[src/rtl/pipeline_ctrl_if.sv]
// Decode-stage hazard/flow control bundle for the MINA2000 pipeline.
// Carries the ID-stage operand/destination info, the EX branch and
// data-memory wait status (master -> slave) and the resulting stall/flush
// controls plus performance counters (slave -> master).
//   master : drives ID/EX/MEM status, observes controls and counters
//   slave  : the pipeline_ctrl block itself
interface pipeline_ctrl_if #(
  parameter int CNT_W = 32
);
  logic             id_valid;
  logic [4:0]       id_ra_addr;
  logic [4:0]       id_rb_addr;
  logic             id_uses_ra;
  logic             id_uses_rb;
  logic [4:0]       id_rd_addr;
  logic             id_is_load;
  logic             ex_branch_taken;
  logic             mem_wait;
  logic             if_hold;
  logic             ifid_flush;
  logic             idex_bubble;
  logic             pipe_freeze;
  logic [CNT_W-1:0] stall_cnt;
  logic [CNT_W-1:0] flush_cnt;

  modport master (
    output id_valid, id_ra_addr, id_rb_addr, id_uses_ra, id_uses_rb,
           id_rd_addr, id_is_load, ex_branch_taken, mem_wait,
    input  if_hold, ifid_flush, idex_bubble, pipe_freeze, stall_cnt, flush_cnt
  );

  modport slave (
    input  id_valid, id_ra_addr, id_rb_addr, id_uses_ra, id_uses_rb,
           id_rd_addr, id_is_load, ex_branch_taken, mem_wait,
    output if_hold, ifid_flush, idex_bubble, pipe_freeze, stall_cnt, flush_cnt
  );
endinterface

[src/rtl/pipeline_ctrl.sv]
// Hazard and flow controller for the MINA2000 decode stage.
// Tracks destinations in flight in EX and MEM, detects RAW hazards against
// the ID instruction and produces same-cycle stall/flush/freeze controls.
// Ports:
//   clk, rst_n : clock, asynchronous active-low reset
//   bus        : pipeline_ctrl_if.slave (ID/EX/MEM status in, controls and
//                stall/flush cycle counters out)
// Priority of the controls: mem_wait > branch flush > hazard stall > run.
module pipeline_ctrl #(
  parameter int FWD_EN       = 1,
  parameter int FLUSH_CYCLES = 1,
  parameter int CNT_W        = 32
) (
  input  logic              clk,
  input  logic              rst_n,
  pipeline_ctrl_if.slave    bus
);

  typedef enum logic {
    ST_RUN   = 1'b0,
    ST_FLUSH = 1'b1
  } state_t;

  // Remaining flush cycles after the one in which the branch resolved.
  localparam logic [2:0] FLUSH_RELOAD = 3'(FLUSH_CYCLES - 1);

  state_t           state_q;
  logic [2:0]       fcnt_q;
  logic             ex_valid_q;
  logic [4:0]       ex_rd_q;
  logic             ex_load_q;
  logic             mem_valid_q;
  logic [4:0]       mem_rd_q;
  logic             mem_load_q;
  logic [CNT_W-1:0] stall_cnt_q;
  logic [CNT_W-1:0] flush_cnt_q;

  logic ex_hit_s;
  logic mem_hit_s;
  logic haz_s;
  logic flushing_s;
  logic if_hold_s;
  logic ifid_flush_s;
  logic idex_bubble_s;
  logic pipe_freeze_s;

  // A slot matches when it holds a live non-r0 destination read by ID.
  function automatic logic src_hit(
    input logic       valid,
    input logic [4:0] rd,
    input logic       uses_ra,
    input logic [4:0] ra,
    input logic       uses_rb,
    input logic [4:0] rb
  );
    return valid && (rd != 5'd0) &&
           ((uses_ra && (ra == rd)) || (uses_rb && (rb == rd)));
  endfunction

  // Hazard detection and same-cycle control generation.
  always_comb begin
    ex_hit_s      = src_hit(ex_valid_q, ex_rd_q, bus.id_uses_ra, bus.id_ra_addr,
                            bus.id_uses_rb, bus.id_rb_addr);
    mem_hit_s     = src_hit(mem_valid_q, mem_rd_q, bus.id_uses_ra, bus.id_ra_addr,
                            bus.id_uses_rb, bus.id_rb_addr);
    flushing_s    = bus.ex_branch_taken || (state_q == ST_FLUSH);
    if_hold_s     = 1'b0;
    ifid_flush_s  = 1'b0;
    idex_bubble_s = 1'b0;
    pipe_freeze_s = 1'b0;

    // With forwarding, only a load in EX cannot supply its result in time.
    if (FWD_EN != 0) begin
      haz_s = bus.id_valid && ex_hit_s && ex_load_q;
    end else begin
      haz_s = bus.id_valid && (ex_hit_s || mem_hit_s);
    end

    if (!rst_n) begin
      if_hold_s = 1'b0;
    end else if (bus.mem_wait) begin
      pipe_freeze_s = 1'b1;
      if_hold_s     = 1'b1;
    end else if (flushing_s) begin
      ifid_flush_s  = 1'b1;
      idex_bubble_s = 1'b1;
    end else if (haz_s) begin
      if_hold_s     = 1'b1;
      idex_bubble_s = 1'b1;
    end else begin
      if_hold_s = 1'b0;
    end
  end

  // Slot tracking, flush sequencing and performance counters.
  always_ff @(posedge clk or negedge rst_n) begin
    if (!rst_n) begin
      state_q     <= ST_RUN;
      fcnt_q      <= 3'd0;
      ex_valid_q  <= 1'b0;
      ex_rd_q     <= 5'd0;
      ex_load_q   <= 1'b0;
      mem_valid_q <= 1'b0;
      mem_rd_q    <= 5'd0;
      mem_load_q  <= 1'b0;
      stall_cnt_q <= {CNT_W{1'b0}};
      flush_cnt_q <= {CNT_W{1'b0}};
    end else if (!bus.mem_wait) begin
      mem_valid_q <= ex_valid_q;
      mem_rd_q    <= ex_rd_q;
      mem_load_q  <= ex_load_q;
      // rd=0 never produces a hazard, so it is tracked as an empty slot.
      if (bus.id_valid && !idex_bubble_s && (bus.id_rd_addr != 5'd0)) begin
        ex_valid_q <= 1'b1;
        ex_rd_q    <= bus.id_rd_addr;
        ex_load_q  <= bus.id_is_load;
      end else begin
        ex_valid_q <= 1'b0;
        ex_rd_q    <= 5'd0;
        ex_load_q  <= 1'b0;
      end

      case (state_q)
        ST_RUN: begin
          if (bus.ex_branch_taken && (FLUSH_CYCLES > 1)) begin
            state_q <= ST_FLUSH;
            fcnt_q  <= FLUSH_RELOAD;
          end
        end
        ST_FLUSH: begin
          // A branch seen here restarts the whole flush window.
          if (bus.ex_branch_taken) begin
            fcnt_q <= FLUSH_RELOAD;
          end else if (fcnt_q <= 3'd1) begin
            state_q <= ST_RUN;
            fcnt_q  <= 3'd0;
          end else begin
            fcnt_q <= fcnt_q - 3'd1;
          end
        end
        default: begin
          state_q <= ST_RUN;
          fcnt_q  <= 3'd0;
        end
      endcase

      if (flushing_s) begin
        flush_cnt_q <= flush_cnt_q + {{(CNT_W-1){1'b0}}, 1'b1};
      end else if (haz_s && (stall_cnt_q != {CNT_W{1'b1}})) begin
        stall_cnt_q <= stall_cnt_q + {{(CNT_W-1){1'b0}}, 1'b1};
      end
    end
  end

  assign bus.if_hold     = if_hold_s;
  assign bus.ifid_flush  = ifid_flush_s;
  assign bus.idex_bubble = idex_bubble_s;
  assign bus.pipe_freeze = pipe_freeze_s;
  assign bus.stall_cnt   = stall_cnt_q;
  assign bus.flush_cnt   = flush_cnt_q;

endmodule
[src/flat_wrapper.sv]
// flat-port wrapper written by rule: the top's interface ports become plain ports
module pipeline_ctrl_flat 
#(
  parameter int FWD_EN       = 1,
  parameter int FLUSH_CYCLES = 1,
  parameter int CNT_W        = 32
)
  (clk, rst_n, bus_id_valid, bus_id_ra_addr, bus_id_rb_addr, bus_id_uses_ra, bus_id_uses_rb, bus_id_rd_addr, bus_id_is_load, bus_ex_branch_taken, bus_mem_wait, bus_if_hold, bus_ifid_flush, bus_idex_bubble, bus_pipe_freeze, bus_stall_cnt, bus_flush_cnt);
  pipeline_ctrl_if #(.CNT_W(CNT_W)) bus_i ();
  input  logic clk;
  input  logic rst_n;
  input wire logic [$bits(bus_i.id_valid)-1:0] bus_id_valid;
  input wire logic [$bits(bus_i.id_ra_addr)-1:0] bus_id_ra_addr;
  input wire logic [$bits(bus_i.id_rb_addr)-1:0] bus_id_rb_addr;
  input wire logic [$bits(bus_i.id_uses_ra)-1:0] bus_id_uses_ra;
  input wire logic [$bits(bus_i.id_uses_rb)-1:0] bus_id_uses_rb;
  input wire logic [$bits(bus_i.id_rd_addr)-1:0] bus_id_rd_addr;
  input wire logic [$bits(bus_i.id_is_load)-1:0] bus_id_is_load;
  input wire logic [$bits(bus_i.ex_branch_taken)-1:0] bus_ex_branch_taken;
  input wire logic [$bits(bus_i.mem_wait)-1:0] bus_mem_wait;
  output wire logic [$bits(bus_i.if_hold)-1:0] bus_if_hold;
  output wire logic [$bits(bus_i.ifid_flush)-1:0] bus_ifid_flush;
  output wire logic [$bits(bus_i.idex_bubble)-1:0] bus_idex_bubble;
  output wire logic [$bits(bus_i.pipe_freeze)-1:0] bus_pipe_freeze;
  output wire logic [$bits(bus_i.stall_cnt)-1:0] bus_stall_cnt;
  output wire logic [$bits(bus_i.flush_cnt)-1:0] bus_flush_cnt;
  assign bus_i.id_valid = bus_id_valid;
  assign bus_i.id_ra_addr = bus_id_ra_addr;
  assign bus_i.id_rb_addr = bus_id_rb_addr;
  assign bus_i.id_uses_ra = bus_id_uses_ra;
  assign bus_i.id_uses_rb = bus_id_uses_rb;
  assign bus_i.id_rd_addr = bus_id_rd_addr;
  assign bus_i.id_is_load = bus_id_is_load;
  assign bus_i.ex_branch_taken = bus_ex_branch_taken;
  assign bus_i.mem_wait = bus_mem_wait;
  assign bus_if_hold = bus_i.if_hold;
  assign bus_ifid_flush = bus_i.ifid_flush;
  assign bus_idex_bubble = bus_i.idex_bubble;
  assign bus_pipe_freeze = bus_i.pipe_freeze;
  assign bus_stall_cnt = bus_i.stall_cnt;
  assign bus_flush_cnt = bus_i.flush_cnt;
  pipeline_ctrl #(.FWD_EN(FWD_EN), .FLUSH_CYCLES(FLUSH_CYCLES), .CNT_W(CNT_W)) u_core (.clk(clk), .rst_n(rst_n), .bus(bus_i));
endmodule
[config.mk]
export PLATFORM = sky130hd
export DESIGN_NAME = pipeline_ctrl_flat
export DESIGN_NICKNAME = d
export VERILOG_FILES = /design/src/rtl/pipeline_ctrl_if.sv /design/src/rtl/pipeline_ctrl.sv /design/src/flat_wrapper.sv
export SDC_FILE = /design/constraint.sdc
export NUM_CORES = 1
export LEC_CHECK = 0
export ABC_AREA = 1
export BUFFER_PORTS_ARGS = -buffer_cell sky130_fd_sc_hd__buf_4
export CORE_ASPECT_RATIO = 1.5
export CORE_MARGIN = 2
export CORE_UTILIZATION = 45
export DETAILED_ROUTE_END_ITERATION = 10
export GPL_ROUTABILITY_DRIVEN = 0
export HOLD_SLACK_MARGIN = 0.03
export PLACE_DENSITY = 0.78
export SKIP_CTS_REPAIR_TIMING = 1
export SLEW_MARGIN = 0
export SYNTH_ARGS = -nofsm -noshare
export SYNTH_HDL_FRONTEND = slang
export SYNTH_SLANG_ARGS = --single-unit
[constraint.sdc]
create_clock -name clk -period 3.3 [get_ports clk]
set_input_delay 0.66 -clock clk [delete_from_list [all_inputs] [get_ports clk]]
set_output_delay 0.66 -clock clk [all_outputs]
set_load 0.02 [all_outputs]
==> summary.md, run 1 <==
| Metric | Value |
|---|---|
| Status | finished, final reports clean |
| Worst-path maximum fanout | 5 |
| GRT met1 Usage | between 20% and 30% |
| Maximum vdd drop | around 0.27 mV |
| Synthesis warning total | 0 |
| Core area | just over 0.01 sq mm |
| Area of the multi-input gates | approximately 0.0024 sq mm |
| Slowest library cell on the worst path | dfrtp_1 |
| Hold Vio Cnt, Final | 0 |
| Tightest Pin Transition | around 940 ps |
| CP required | 2640 ps |
| Met3 usage | under 10% |
| Yosys cell types | 34 |
| Worst Path Class, Setup | reg -> out |
| Int Power | 1.83 mW |
| Skew-Pair Late Insertion Delay | about 330 ps |
| Final cell count without fillers | about 860 |
| CP top delay family | simple AND/OR/NAND/NOR gates |
| Die width | slightly below 90 um |
| Syn nets | 677 |
| Tot GR Track Use | 22.6% |
| RSZ-0062 raised after global routing | false |
| Filler Cells Inserted | around 930 |
| Startpoint type of the worst setup path | register |
| Leakage power | 2.95 nW |
| Final setup vio count | 0 |
| DRT antenna net count | 0 |
| Mean area per synthesized cell | 7.13 sq um |
| # IOs | 91 |
| Syn Inst Count | 650 |
| CTS HTree Levels | 3 |
| CP max stage delay | about 430 ps |
| Post-DP HPWL | between 9000 and 10,000 um |
| Register share of total power | between 40 and 50% |
| Antenna Cells | 0 |
| Clock slew at reported path FFs | 50 ps |
| Gate power share | between 15 and 20% |
| Initial Util | 46.0% |
| Tmin final | ~2400 ps |
| Via density | between 5 and 6 |
| Register area | approximately 0.0019 sq mm |
| Tot Pwr | ~2.5 mW |
| Final Skew | 5.48 ps |
| Layout Nets | 769 |
| Overall die height | around 130 um |
| Buf/Inv on CP | 2 |
| TritonCTS clock tree | built |
| DRC Markers | 0 |
| Iter 0 DRT Violations | ~230 |
| Yosys reg bits | 75 |
| Global route overflow | 0 |
| HP Class | in -> async |
| Clock Tree Root | clkbuf_16 |
| Arrival time at the worst endpoint | 1690 ps |
| Area Growth Syn to Fin | 23.4% |
| Initial antenna violation count | 0 |
| Pins Over Slew Limit | 0 |
| GRT Max-Usage Layer | met2 |
| Sw Share | a little over a quarter |
| Fin crit share | just over 70% |
| CP cell instances | inv_2 > nand2_1 > nand2_1 > nor2_1 > nand3_1 > nand2_1 > nand3_1 > o21ai_0 > buf_4 |
| Maxcap violations | 0 |
| Max Root-Sink Buffers | 2 |
| Pin count of the biggest net entering global routing | between 70 and 80 |
| Clk pwr share | between 40% and 50% |
| Depth of the worst register-to-register path | 12 |
| F_max | 425 MHz |
| Vias in the first global route | between 4,000 and 5,000 |
| IO buf count | 90 |
| Area of the mapped netlist | between 0.004 and 0.005 sq mm |
| Routed WL per cell | between 10 and 15 um |
| Full die area | 0.0111 sq mm |
| Setup TNS | 0 ps |
| Layout cells sized above 1 | 16.8% |
| Clock Sink Count | 75 |
| Sw power | just under 0.7 mW |
| Placed Cells incl. Taps | 848 |
| Global-route wire length before repair | just over 20,000 um |
| CP most frequent cell | nand2_1 |
| Pwr Density | around 440 mW/mm^2 |
| Hold Slack | 113 ps |
| Vias post-DR | 4,611 |
| Total CTS buffers | 9 |
| Post-Route WL | about 12,000 um |
| Sequential area share after synthesis | between 40% and 50% |
| WP depth | 9 |
| Row count | 45 |
| CP endpoint kind | output pin |
| DR pass1 iterations | 6 |
| Met2 GRT Util | between 40% and 50% |
| Max-slew headroom | around 37% |
[logic make-up after synthesis]
| family | Yosys count | synth area share (%) |
|---|---|---|
| compound gates | 13 | 1.75 |
| xor+xnor | 56 | 10.6 |
| fa+ha+maj | 4 | 1.08 |
| buf+inv | 90 | 7.88 |
| flops | 75 | 40.5 |
| simple gates | 412 | 38.2 |
[power by group through the flow]
| stage | clock network (mW) | logic, mW | registers, mW |
|---|---|---|---|
| final | 1.02 | 0.416 | 1.08 |
| after global routing | 1.08 | 0.462 | 1.09 |
| after CTS | 1.04 | 0.423 | 1.08 |
| after detailed placement | 0 | 0.424 | 1.09 |
| after global placement | 0 | 0.402 | 1.09 |
| after floorplan | 0 | 0.196 | 1.13 |
[worst paths after layout]
path                                         start  slack, ps                        to
min in group clk                  u_core.ex_load_q        480          u_core.ex_load_q
setup reg to reg           u_core.bus.stall_cnt[0]       1040  u_core.bus.stall_cnt[13]
hold / removal                               rst_n        110            u_core.state_q
hold reg to reg                   u_core.ex_load_q        480          u_core.ex_load_q
setup / recovery                 u_core.ex_rd_q[1]        950               bus_if_hold
max in group asynchronous                    rst_n       2090  u_core.bus.stall_cnt[16]
[cells in the final DEF, fill, tap and decap left out]
cell type	n
a21oi_1	2
a22oi_1	1
a31oi_1	2
and2_1	1
and3_1	2
buf_4	93
bufinv_16	1
clkbuf_1	1
clkbuf_16	9
clkbuf_8	4
dfrtp_1	75
ha_1	4
inv_1	74
inv_2	4
nand2_1	225
nand2_2	1
nand2_4	1
nand3_1	55
nand3_2	1
nand3b_1	2
nand4_1	20
nor2_1	65
nor2_2	6
nor2_4	1
nor3_1	27
nor3_2	2
nor4_1	2
o21ai_0	4
o21ai_2	1
o21bai_1	1
o22ai_1	1
o41ai_1	1
or2_2	1
xnor2_1	15
xor2_1	41
[layer usage]
metal  wire length [um]  share of wire, %
met3                781               6.4
met4                522               4.3
met1               4440                36
met2               6510                53
met5                  0                 0
[worst register-to-register path, stage by stage (launching register included)]
cell and delay [ps]:
dfrtp_1 410, ha_1 250, nand3_2 190, nor2_4 170, nand2_2 90, nor2_1 100, nand3_1 70, nor2_1 130
nor2_2 40, buf_4 240, nand2_4 310, nand2_1 120, nand2_1 90
[cells in the mapped netlist]
cell type	n	share of area [%]
clkbuf_1	2	0.16
o41ai_1	1	0.19
a31oi_1	2	0.27
nor3_2	2	0.43
o22ai_1	1	0.14
nand2_2	1	0.14
nand3b_1	2	0.32
o21bai_1	1	0.16
a21oi_1	2	0.22
nand4_1	20	2.7
nand3_2	1	0.22
buf_2	4	0.43
xor2_1	41	7.7
o21ai_0	4	0.43
nand3_1	55	5.9
nor2_4	1	0.24
inv_1	74	6.0
nor3_1	27	2.9
and2_1	1	0.14
nand2_4	1	0.24
dfrtp_1	75	40
xnor2_1	15	2.8
and3_1	2	0.27
buf_6	3	0.73
nand2_1	225	18
buf_1	3	0.24
inv_2	4	0.32
o21ai_2	1	0.19
a22oi_1	1	0.16
nor2_2	6	0.81
nor4_1	2	0.27
nor2_1	65	5.3
ha_1	4	1.1
or2_2	1	0.14
[registers in the layout, summed over array words and instances, names as in the netlist]
name,flops
u_core.state_q,1
u_core.ex_rd_q,5
u_core.bus.stall_cnt,32
u_core.fcnt_q,3
u_core.ex_load_q,1
u_core.ex_valid_q,1
u_core.bus.flush_cnt,32
[final cells by class]
type,instances,area share (%)
Clock buffer,14,4.96
Clock inverter,1,0.525
Inverter,78,5.12
Multi-Input combinational cell,485,41.8
Sequential cell,75,32.8
Tap cell,117,2.56
Timing Repair Buffer,93,12.2
[per-stage QoR]
step                      cell area (sq um)  utilization, %  setup WS, ps
final                                  5720            56.8           947
after global routing                   5720            56.8           738
after CTS                              5720            56.8           927
after detailed placement               5410            53.7           871
after global placement                 5410            53.7           942
after floorplan                        4640               -          1060
No activity file was read; power rests on OpenSTA's default activity.
==> run 2: changes to the inputs <==
- ABC_AREA: 1 -> 0
- PLACE_DENSITY: 0.78 -> 0.83
- clock period: 3.3 -> 2.04 ns (I/O delays scaled with it)
==> summary.md, run 2 <==
| Metric | Value |
|---|---|
| Mean area per synthesized cell | 10.7 sq um (was 7.13 sq um) |
| Area Growth Syn to Fin | 39.2% (was 23.4%) |
| Area of the mapped netlist | 0.00366 sq mm (was 0.00464 sq mm) |
| Clock Tree Root | clkbuf_16 (unchanged) |
| Yosys cell types | 47 (was 34) |
| Maximum vdd drop | 0.561 mV (was 0.269 mV) |
| Post-synth EDFFs | 0 (unchanged) |
| Row count | 40 (was 45) |
| CTS HTree Levels | 3 (unchanged) |
| Clock slew at reported path FFs | 60 ps (was 50 ps) |
| Vias post-DR | 3,008 (was 4,611) |
| Vias in the first global route | 3,088 (was 4,483) |
| Overall die height | 114 um (was 128 um) |
| # IOs | 91 (unchanged) |
| Tmin final | between 2000 and 2500 ps |
| Leakage power | 2.56 nW (was 2.95 nW) |
| DR pass1 iterations | 4 (was 6) |
| Clock Sink Count | 75 (unchanged) |
| Final Skew | 5.56 ps (was 5.48 ps) |
| Pins Over Slew Limit | 0 (unchanged) |
| DRC Markers | 0 (unchanged) |
| Post-Route WL | 8690 um (was 12,300 um) |
| Met2 GRT Util | 35.7% (was 40.8%) |
| Iter 0 DRT Violations | 87 (was 234) |
| Filler Cells Inserted | 618 (was 926) |
| Die width | 77.7 um (was 86.9 um) |
| Final worst slack | -174 ps (was 947 ps) |
| Synthesis warning total | 0 (unchanged) |
| Pwr Density | 731 mW/mm^2 (was 439 mW/mm^2) |
| Routed WL per cell | 14.8 um (was 14.2 um) |
| Place WS | -163 ps (was 871 ps) |
| Skew-Pair Late Insertion Delay | 330 ps (about the same) |
| Layout Nets | 504 (was 769) |
| Yosys reg bits | 75 (unchanged) |
| IO buf count | 90 (unchanged) |
| Tightest Pin Transition | 812 ps (was 938 ps) |
| Top-count cell post-synth | dfrtp_1 (was nand2_1) |
| HP Class | in -> async (unchanged) |
| Tot Pwr | 3.73 mW (was 2.51 mW) |
| Startpoint type of the worst setup path | register (unchanged) |
| Hold Vio Cnt, Final | 0 (unchanged) |
| Worst Path Class, Setup | reg -> out (unchanged) |
| Arrival time at the worst endpoint | 1810 ps (was 1690 ps) |
| Initial antenna violation count | 0 (unchanged) |
| Total CTS buffers | 9 (unchanged) |
| Post-DP HPWL | 6500 um (was 9140 um) |
| Placed Cells incl. Taps | 561 (was 848) |
| Synth area leader | dfrtp_1 (unchanged) |
| Antenna Cells | 0 (unchanged) |
| Core area | 0.00796 sq mm (was 0.0101 sq mm) |
| Commonest cells in the synthesized netlist | 75 x dfrtp_1, 41 x xnor2_1, 34 x nand2_1 (was 225 x nand2_1, 75 x dfrtp_1, 74 x inv_1) |
| Max-slew headroom | 45.7% (was 37.5%) |
| GRT Max-Usage Layer | met2 (unchanged) |
| Via density | 5.12 (was 5.34) |
| Final setup vio count | 2 (was 0) |
| Post-synth ARST share | 100% (unchanged) |
| Layout cells sized above 1 | 35.1% (was 16.8%) |
| Top-area cell type share of the netlist area | 51.2% (was 40.5%) |
| Final cell count without fillers | 587 (was 863) |
| F_max | 452 MHz |
| Final core utilization | 64.1% (was 56.8%) |
| Top post-synthesis cells by area | dfrtp_1 51%, xnor2_1 9.8%, xor2_1 7.4%, nand2_1 3.5%, nand3_1 2.9% (was dfrtp_1 40%, nand2_1 18%, xor2_1 7.7%, inv_1 6.0%, nand3_1 5.9%) |
| Most frequent cells in the layout | 127 x buf_4, 72 x dfrtp_1, 39 x xnor2_1 (was 225 x nand2_1, 93 x buf_4, 75 x dfrtp_1) |
| Commonest non-fill, non-tap cell in the layout | buf_4 (was nand2_1) |
| GRT met1 Usage | 23.2% (was 24.3%) |
| DRT antenna net count | 0 (unchanged) |
| Global-route wire length before repair | 14,300 um (was 20,100 um) |
| Full die area | 0.00889 sq mm (was 0.0111 sq mm) |
| CP endpoint kind | output pin (unchanged) |
| Syn nets | 368 (was 677) |
| Syn Inst Count | 341 (was 650) |
| Global route overflow | 0 (unchanged) |
| Max Root-Sink Buffers | 2 (unchanged) |
| Status | complete, but fails checks (was finished, final reports clean) |
| Met3 usage | 4.73% (was 4.06%) |
| Sequential area share after synthesis | 51.2% (was 40.5%) |
| Top FF cell, synth | dfrtp_1 (unchanged) |
| TritonCTS clock tree | built (unchanged) |
| Pin count of the biggest net entering global routing | 44 (was 75) |
| CP required | 1630 ps (was 2640 ps) |
| Initial Util | 46.0% (about the same) |
| Fin crit share | 109% |
| Failing checks | negative setup slack |
| Tot GR Track Use | 20.4% (was 22.6%) |
| RSZ-0062 raised after global routing | true (was false) |
| Worst-path maximum fanout | 4 (was 5) |
| Maxcap violations | 0 (unchanged) |
-- run 2: report_power, final --
group	internal [mW]	total, mW	switching (mW)	leakage (nW)
Clock	1.07	1.65	0.582	0.150
Combinational	0.215	0.434	0.219	1.41
Sequential	1.56	1.65	0.0904	1.00
-- run 2: final timing paths --
kind	startpoint	end	slack (ps)	cells after the start
worst max-delay path	u_core.ex_rd_q[2]	bus_if_hold	-170	7
worst min-delay path	rst_n	u_core.fcnt_q[2]	110	2
worst max register to register	u_core.ex_rd_q[2]	u_core.bus.stall_cnt[13]	10	8
worst min register to register	u_core.bus.flush_cnt[31]	u_core.bus.flush_cnt[31]	480	1
max in group asynchronous	rst_n	u_core.bus.flush_cnt[16]	690	2
min in group clk	bus_id_is_load	u_core.ex_load_q	320	2
-- run 2: kinds of logic after synthesis --
| kind of cell | after synthesis | synth area share (%) |
|---|---|---|
| compound gates | 20 | 4.58 |
| xor+xnor | 72 | 17.2 |
| fa+ha+maj | 4 | 1.37 |
| buf+inv | 16 | 2.19 |
| flops | 75 | 51.2 |
| mux | 3 | 0.922 |
| simple gates | 151 | 22.5 |
-- run 2: stage by stage --
stage                     hold slack, ps  setup TNS, ps  area, sq um
final                                109           -330         5100
after global routing                 121           -903         5100
after CTS                          -44.2           -599         4970
after detailed placement             311           -262         4660
after global placement               307              0         4660
after floorplan                      112              0         3660
-- run 2: routing by layer --
metal	vias to the layer above	wire, um
met2	91	4460
met4	0	231
met5	-	0
met3	18	459
met1	1448	3540
li1	1451	-
-- run 2: critical path: stages (launching register included) --
cell and delay [ps]:
dfrtp_1 420, xnor2_1 170, nand4_1 180, o22ai_4 210
buf_6 130, a31oi_1 80, nor2b_1 140, buf_4 160
-- run 2: area by class of cell --
| type | count | area, sq um | share of cell area, % |
|---|---|---|---|
| sequential | 75 | 1880 | 36.9 |
| multi-input combinational | 250 | 1750 | 34.3 |
| timing repair buffer | 130 | 986 | 19.3 |
| clock buffer | 11 | 233 | 4.56 |
| tap | 105 | 131 | 2.58 |
| clock inverter | 5 | 77.6 | 1.52 |
| inverter | 11 | 41.3 | 0.810 |
==> run 3: changes to the inputs <==
--- a/constraint.sdc
+++ b/constraint.sdc
@@ -3,2 +3,2 @@
 set_output_delay 0.408 -clock clk [all_outputs]
-set_load 0.02 [all_outputs]
+set_load 0.01 [all_outputs]
==> summary.md, run 3 (synthesized netlist as in run 2, its figures left out) <==
| Metric | Value |
|---|---|
| Initial antenna violation count | 0 (unchanged) |
| DRT antenna net count | 0 (unchanged) |
| Buf/Inv on CP | 1 (was 2) |
| Routed WL per cell | 15.1 um (was 14.8 um) |
| Via density | 5.25 (was 5.12) |
| Antenna Cells | 0 (unchanged) |
| RSZ-0062 raised after global routing | true (unchanged) |
| Skew-Pair Late Insertion Delay | 330 ps (about the same) |
| Pwr Density | 712 mW/mm^2 (was 731 mW/mm^2) |
| Total CTS buffers | 9 (unchanged) |
| Fin crit share | 107% (was 109%) |
| Setup TNS | -216 ps (was -330 ps) |
| Maximum vdd drop | 0.453 mV (was 0.561 mV) |
| Worst Path Class, Setup | reg -> out (unchanged) |
| Hold Slack | 78.5 ps (was 109 ps) |
| Global-route wire length before repair | 14,200 um (was 14,300 um) |
| Layout cells sized above 1 | 35.7% (was 35.1%) |
| CTS HTree Levels | 3 (unchanged) |
| Clock Tree Root | clkbuf_16 (unchanged) |
| CP required | 1630 ps (about the same) |
| Placed Cells incl. Taps | 554 (was 561) |
| Vias post-DR | 3,039 (was 3,008) |
| Row count | 40 (unchanged) |
| Failing checks | negative setup slack (unchanged) |
| DR WL met2 | 4730 um (was 4460 um) |
| Max Root-Sink Buffers | 2 (unchanged) |
| DRC Markers | 0 (unchanged) |
| # IOs | 91 (unchanged) |
| Slowest library cell on the worst path | dfrtp_2 (was dfrtp_1) |
| Final core utilization | 63.6% (was 64.1%) |
| Leakage power | 2.51 nW (was 2.56 nW) |
| Die width | 77.7 um (unchanged) |
| Core area | 0.00796 sq mm (unchanged) |
| Layout Nets | 496 (was 504) |
| Met3 WL | 452 um (was 459 um) |
| Clock slew at reported path FFs | 50 ps (was 60 ps) |
| CP endpoint kind | output pin (unchanged) |
| Post-Route WL | 8720 um (was 8690 um) |
| TritonCTS clock tree | built (unchanged) |
| HP Class | in -> async (unchanged) |
| Met1 Routed Length | 3350 um (was 3540 um) |
| Worst-path maximum fanout | 4 (unchanged) |
| Tmin final | 2180 ps (was 2210 ps) |
| Area Growth Syn to Fin | 38.3% (was 39.2%) |
| Clock Sink Count | 75 (unchanged) |
| Final worst slack | -135 ps (was -174 ps) |
| DR pass1 iterations | 7 (was 4) |
| Tightest Pin Transition | 546 ps (was 812 ps) |
| Most frequent cells in the layout | 120 x buf_4, 71 x dfrtp_1, 39 x xnor2_1 (was 127 x buf_4, 72 x dfrtp_1, 39 x xnor2_1) |
| Iter 0 DRT Violations | 90 (was 87) |
| Pin count of the biggest net entering global routing | 44 (unchanged) |
| Initial Util | 46.0% (unchanged) |
| Arrival time at the worst endpoint | 1770 ps (was 1810 ps) |
| Global route overflow | 0 (unchanged) |
| Final setup vio count | 2 (unchanged) |
| Post-DP HPWL | 6290 um (was 6500 um) |
| Final Skew | 5.96 ps (was 5.56 ps) |
| Maxcap violations | 0 (unchanged) |
| Status | complete, but fails checks (unchanged) |
| CP cell instances | xnor2_1 > nand4_1 > o22ai_4 > a211o_1 > nand2_1 > nor2_1 > buf_4 (was xnor2_1 > nand4_1 > o22ai_4 > buf_6 > a31oi_1 > nor2b_1 > buf_4) |
| Pins Over Slew Limit | 0 (unchanged) |
| IO buf count | 90 (unchanged) |
| DR top layer | met4 (unchanged) |
| Flop2flop setup slack | 0 ps (was 10 ps) |
| F_max | 460 MHz (was 452 MHz) |
| Tot GR Track Use | 20.1% (was 20.4%) |
| Overall die height | 114 um (unchanged) |
| Hold Vio Cnt, Final | 0 (unchanged) |
| CP top delay family | flip-flops (unchanged) |
| Final cell count without fillers | 579 (was 587) |
| Vias in the first global route | 3,045 (was 3,088) |
| Startpoint type of the worst setup path | register (unchanged) |
| CP max stage delay | 450 ps (was 420 ps) |
| Max-slew headroom | 63.6% (was 45.7%) |
| Commonest non-fill, non-tap cell in the layout | buf_4 (unchanged) |
| Full die area | 0.00889 sq mm (unchanged) |
## run 3: changes by cell type in the layout (fill, tap and decap cells not counted), sizes merged
cell and delta:
dlygate4sd3 -1, buf -7, clkinvlp +1, bufinv -1
inv +1, clkbuf -1
## run 3: layer usage
layer,vias up,track usage [%]
met3,14,3.79
met5,-,0
li1,1436,-
met1,1492,23.7
met4,0,8.81
met2,97,35.5
## run 3: final cells by class
type	count	area, sq um
flip-flops and latches	75	1880
clock inverters	6	63.8
fillers	658	2890
repair buffers	122	941
well taps	105	131
clock buffers	10	239
inverters	11	41.3
multi-input cells	250	1770
## run 3: worst paths after layout
check                                         start                       end  cells after the start
hold / removal                                rst_n  u_core.bus.flush_cnt[31]                      2
min in group clk                     bus_id_is_load          u_core.ex_load_q                      2
max in group asynchronous                     rst_n  u_core.bus.stall_cnt[23]                      2
setup / recovery                  u_core.ex_rd_q[3]           bus_idex_bubble                      7
setup reg to reg            u_core.bus.stall_cnt[1]   u_core.bus.stall_cnt[1]                      7
hold reg to reg            u_core.bus.flush_cnt[31]  u_core.bus.flush_cnt[31]                      1
## run 3: report_power, final
group / switching [mW] / internal (mW)
Sequential: 0.0910 / 1.56
Combinational: 0.173 / 0.208
Clock: 0.601 / 0.979
## run 3: worst register-to-register path: cells and delay by family, from the launching register on
| family | cells | cell delay [ps] |
|---|---|---|
| muxes | 1 | 330 |
| buffers and inverters | 1 | 150 |
| and+or+nand+nor | 4 | 800 |
| adders and majority gates | 1 | 230 |
| DFF | 1 | 420 |
## run 3: per-stage QoR
stage | power, mW | area, sq um | setup WS, ps
2_1_floorplan | 1.82 | 3660 | 155
5_1_grt | 3.76 | 5060 | -264
6_report | 3.61 | 5060 | -135
3_3_place_gp | 2.02 | 4620 | 74.4
4_1_cts | 3.63 | 4920 | -237
3_5_place_dp | 2.04 | 4620 | 16.8
